### config.mk
export PLATFORM = sky130hd
export DESIGN_NAME = full_adder
export DESIGN_NICKNAME = d
export VERILOG_FILES = /design/src/rtl/full_adder_pkg.sv /design/src/rtl/full_adder_half_adder.sv /design/src/rtl/full_adder.sv
export SDC_FILE = /design/constraint.sdc
export NUM_CORES = 1
export LEC_CHECK = 0
export ABC_AREA = 1
export CAP_MARGIN = 20
export CORE_AREA = 2 2 39 41
export DETAILED_ROUTE_END_ITERATION = 10
export DIE_AREA = 0 0 41 43
export HOLD_SLACK_MARGIN = 0.02
export PLACE_DENSITY = 0.3
export SYNTH_ARGS = -nofsm -noshare
export SYNTH_HDL_FRONTEND = slang
export SYNTH_SLANG_ARGS = --single-unit
### constraint.sdc
create_clock -name clk -period 1.6 [get_ports clk]
set_clock_uncertainty 0.1 [all_clocks]
set_input_delay 0.48 -clock clk [delete_from_list [all_inputs] [get_ports clk]]
set_output_delay 0.48 -clock clk [all_outputs]
set_load 0.05 [all_outputs]
### src/rtl/full_adder_pkg.sv
// full_adder_pkg: shared width limits and result record for the full_adder slice.
package full_adder_pkg;
  localparam int FA_WIDTH_DEFAULT = 1;
  localparam int FA_WIDTH_MAX = 64;
  typedef struct packed {
    logic cout;
    logic [FA_WIDTH_MAX-1:0] sum;
    logic ovf;
  } result_t;
endpackage

### src/rtl/full_adder_half_adder.sv
// half_adder: combinational one-bit half adder, two per full-adder bit stage.
module half_adder (
  input  logic x,
  input  logic y,
  output logic s,
  output logic c
);
  assign s = x ^ y;
  assign c = x & y;
endmodule

### src/rtl/full_adder.sv
// full_adder: registered WIDTH-bit ripple-carry adder with one-cycle latency.
// Define FULL_ADDER_OVF_EN to add the registered signed-overflow output ovf.
module full_adder
  import full_adder_pkg::*;
#(
  parameter int WIDTH = FA_WIDTH_DEFAULT
) (
  input  logic             clk,
  input  logic             rst_n,
  input  logic [WIDTH-1:0] a,
  input  logic [WIDTH-1:0] b,
  input  logic             cin,
  input  logic             in_valid,
  output logic [WIDTH-1:0] sum,
  output logic             cout,
  output logic             out_valid
`ifdef FULL_ADDER_OVF_EN
  ,
  output logic             ovf
`endif
);
  logic [WIDTH:0] carry;
  logic [WIDTH-1:0] p, s, c_lo, c_hi;
  logic [WIDTH-1:0] sum_d, sum_q;
  logic cout_d, cout_q, valid_d, valid_q;
  assign carry[0] = cin;
  for (genvar i = 0; i < WIDTH; i++) begin : g_bit
    half_adder u_ha0 (.x(a[i]), .y(b[i]), .s(p[i]), .c(c_lo[i]));
    half_adder u_ha1 (.x(p[i]), .y(carry[i]), .s(s[i]), .c(c_hi[i]));
    assign carry[i+1] = c_lo[i] | c_hi[i];
  end
  // Idle cycles keep the last result so operands are don't-care without in_valid.
  always_comb begin
    sum_d   = in_valid ? s : sum_q;
    cout_d  = in_valid ? carry[WIDTH] : cout_q;
    valid_d = in_valid;
  end
  always_ff @(posedge clk or negedge rst_n) begin
    if (!rst_n) begin
      sum_q   <= '0;
      cout_q  <= 1'b0;
      valid_q <= 1'b0;
    end else begin
      sum_q   <= sum_d;
      cout_q  <= cout_d;
      valid_q <= valid_d;
    end
  end
  assign sum       = sum_q;
  assign cout      = cout_q;
  assign out_valid = valid_q;
`ifdef FULL_ADDER_OVF_EN
  logic ovf_d, ovf_q;
  always_comb begin
    ovf_d = in_valid ? carry[WIDTH-1] ^ carry[WIDTH] : ovf_q;
  end
  always_ff @(posedge clk or negedge rst_n) begin
    if (!rst_n) ovf_q <= 1'b0;
    else ovf_q <= ovf_d;
  end
  assign ovf = ovf_q;
`endif
endmodule

# --- Yosys cells after proc, flatten, opt, wreduce, memory -nomap -nowiden ---
# Index checks and enable logic that the tools add are counted.
totals:
  register_bits: 3
  in_bits: 6
  output_inout_bits: 3
  word_cells: 8
op_classes:
  n_bitwise: 5
ops:
  columns: ["cell", "count"]
  rows:
  - ["$and A1 B1 Y1", 2]
  - ["$xor A1 B1 Y1", 2]
  - ["$or A1 B1 Y1", 1]

# --- Longest topological paths before layout ---
depth:
  ltp_word: 3
  mapped_depth: 3
  ltp_nobuf: 3

# --- Cells and area by module ---
# A second synthesis with hierarchy kept.
unflattened:
  hier_cells: 12
  hier_area_um2: 127.6
modules_own_cells:
  columns: ["mod", "n_inst", "cells_each", "area_each_um2", "seq_area_each_um2"]
  rows:
  - ["full_adder", 1, 10, 102.6, 75.1]
  - ["half_adder", 2, 1, 12.5, 0.0]

# --- Worst setup path before layout ---
# OpenSTA, ideal clock, no wires.
synth_timing:
  path_type: "input to register"
  startpoint: "input a"
  endpoint: "register sum_q (netlist: sum)"
  setup_time_ps: 119
  arrival_ps: 1042
  required_time_ps: 1381
  path_slack_ps: 339
  stages: 3
  n_path_buf: 0
  cell_sequence: "fa_1 -> nand2_1 -> nand2_1"
synth_between:
  elab_chain_cells: 2
synth_lines:
  columns: ["item", "line", "rtl"]
  rows:
  - ["start, declared", "full_adder.sv:10", "input logic [WIDTH-1:0] a,"]
  - ["$xor A1 B1 Y1 (2 in series)", "full_adder_half_adder.sv:8", "assign s = x ^ y;"]
  - ["end signal, assigned", "full_adder.sv:44", "sum_q <= sum_d;"]
  - ["end, declared", "full_adder.sv:24", "logic [WIDTH-1:0] sum_d, sum_q;"]
# Every way passes these cells.
# A chain may end at the register's enable or synchronous reset.

# --- Worst setup path in the final report ---
layout_timing:
  startpoint: "input a"
  endpoint: "register sum_q (netlist: sum)"
layout_between:
  elab_chain_cells: 2
layout_lines:
  columns: ["item", "line", "rtl"]
  rows:
  - ["$xor A1 B1 Y1 (2 in series)", "full_adder_half_adder.sv:8", null]
  - ["net g_bit[0].u_ha1.s", "full_adder_half_adder.sv:5", "output logic s,"]
# The timed path passes the listed nets, and every way through them passes these cells.

==> impl_metrics.toml <==
[outcome]
status = "complete, no violations"

[clocking]
h-tree-depth = 1
cts_root_buf = "clkbuf_4"
clkTransAtPathRegs_ns = 0.04
cts_made_buffers = 3
hold_buffers = 0
clock_latency_ns = 0.23
cts_num_sinks = 3
cts_resized = 0
clk_path_buf_depth = 2
cts_setup_buffers = 0
cts_tree = "done"

[floorplan]
dieArea_um2 = 1760
placementRows = 14
core_um2 = 1380
dieWidth_um = 41
ioPinCount = 9
die_h_um = 43
start_util_pct = 8.77

[drt]
wl_um = 263
drcViolationCount = 0
drtPass1Iterations = 1
vias_per_cell = 2.82
first_iter_violations = 0
drtAntennaViolNets = 0
vias = 110
detail_route.wl_per_cell_um = 6.74

[timing]
grt_setup_unrepaired = "no"
min_period_over_period_pct = 93.7
maxSlewViolCount = 0
setup_ws_ns = 0.101
fmax_mhz = 667
worstMarginPinSlew_ns = 0.145
finalCriticalPeriod_ns = 1.50
max_slew_margin_pct = 90.3
setup_viol = 0
hold_violations = 0

[worst_setup_path]
r2r-end = "cout$_DFFE_PN0P_"
worstPathArrival_ns = 1.57
startpoint = "a"
rrSetupSlack_ns = 0.86
crit_path_max_fanout = 1
start_kind = "input pin"
setup.worst_path.end_class = "flip-flop"
worstReg2RegStart = "cout$_DFFE_PN0P_"
path_class = "in -> reg"
reg2reg_depth = 2
required_ns = 1.67

[synthesis]
syn_nets = 18
synth_top_cell_area_share_pct = 61.9
ys_seq_area_share_pct = 61.9
synth_area_um2 = 121
synth_top_area_cell = "dfrtp_1"
synthTopCellsByArea = "dfrtp_1 (62%), nand2_1 (19%), fa_1 (16%), inv_1 (3.1%)"
synth_area_per_cell_um2 = 11.0
synth.distinct_cells = 4
synth_seq_cells = 3
postSynthCellCount = 11
yosys_warnings = 0

[place]
port_buffers = 8
place_ws_ns = -0.143
place_inst = 35
placed_cell_area_um2 = 251
gp_routability_congestion = 0.580

[global_route]
antenna_found_initial = 0
grt_pass1_vias = 113
grt_overflow = 0
grt_max_degree = 5
grt_usage_pct = 4.63
grt_pass1_wl_um = 434

[layout]
finish.instance_area_um2 = 278
final_common_cell = "nand2_1"
final_cells = 39
layout_common_cells = "nand2_1 (6), clkdlybuf4s50_1 (5), clkbuf_4 (3), dfrtp_1 (3), buf_12 (3)"
antenna_cells = 0
layout-drive-gt1-share_pct = 26.1
fillers = 154
nets = 31
area_growth_pct = 129

[run]
cap_violations = 0

[power]
p_per_area_nw_per_um2 = 1120
ir_drop_mv = 0.171
p_leak_nw = 0.128

[worst_hold_path]
min_path_type = "in -> async"
==> sequential cells by signal (all words and copies together), names as in the netlist <==
name / cells
sum: 1
cout: 1
out_valid: 1
==> synth_stat cells <==
| cell | count |
|---|---|
| dfrtp_1 | 3 |
| fa_1 | 1 |
| nand2_1 | 6 |
| inv_1 | 1 |
==> how the worst max path moves through the flow <==
stage | to | slack (ns)
floorplan | sum$_DFFE_PN0P_ | 0.34
global placement | sum$_DFFE_PN0P_ | -0.12
detailed placement | sum$_DFFE_PN0P_ | -0.14
CTS | sum$_DFFE_PN0P_ | 0.10
global route | sum$_DFFE_PN0P_ | 0.06
finish | sum$_DFFE_PN0P_ | 0.10
==> critical path: stages <==
cell and delay, ns:
clkdlybuf4s50_1 0.43, fa_1 0.54, nand2_1 0.05, nand2_1 0.06
==> layer usage <==
layer	GRT usage [%]	share of wire, %	vias up
met2	3.75	39	9
met5	0	0	-
li1	-	-	55
met4	6.00	0	0
met1	5.19	42	46
met3	4.71	19	0
==> stage by stage <==
stage	hold slack [ns]	utilization (%)	power (mW)	setup TNS, ns
after CTS	0.320	20.1	0.320	0
after global routing	0.327	20.1	0.331	0
after floorplan	0.0844	-	0.126	0
after detailed placement	0.424	18.2	0.181	-0.226
after global placement	0.422	18.2	0.181	-0.185
final	0.328	20.1	0.311	0
==> cell type report <==
cell class / count / area [um^2] / area share, %
Timing Repair Buffer: 8 / 110 / 39.6
Sequential cell: 3 / 75.1 / 27.0
Multi-Input combinational cell: 7 / 42.5 / 15.3
Clock buffer: 4 / 26.3 / 9.46
Tap cell: 16 / 20.0 / 7.21
Inverter: 1 / 3.75 / 1.35
==> kinds of logic (layout without fill, tap and decap cells) <==
| kind of cell | Yosys count | count (layout) | share of synthesized area [%] |
|---|---|---|---|
| and+or+nand+nor | 6 | 6 | 18.6 |
| DFF | 3 | 3 | 61.9 |
| buffers and inverters | 1 | 13 | 3.09 |
| adders and majority gates | 1 | 1 | 16.5 |
==> power by group <==
part           total [mW]  internal [mW]  leakage, nW  switching (mW)
logic              0.0868         0.0454       0.0772          0.0414
registers          0.0929         0.0842       0.0360         0.00862
clock network       0.132         0.0934       0.0150          0.0383
No activity file was read; power rests on OpenSTA's default activity.
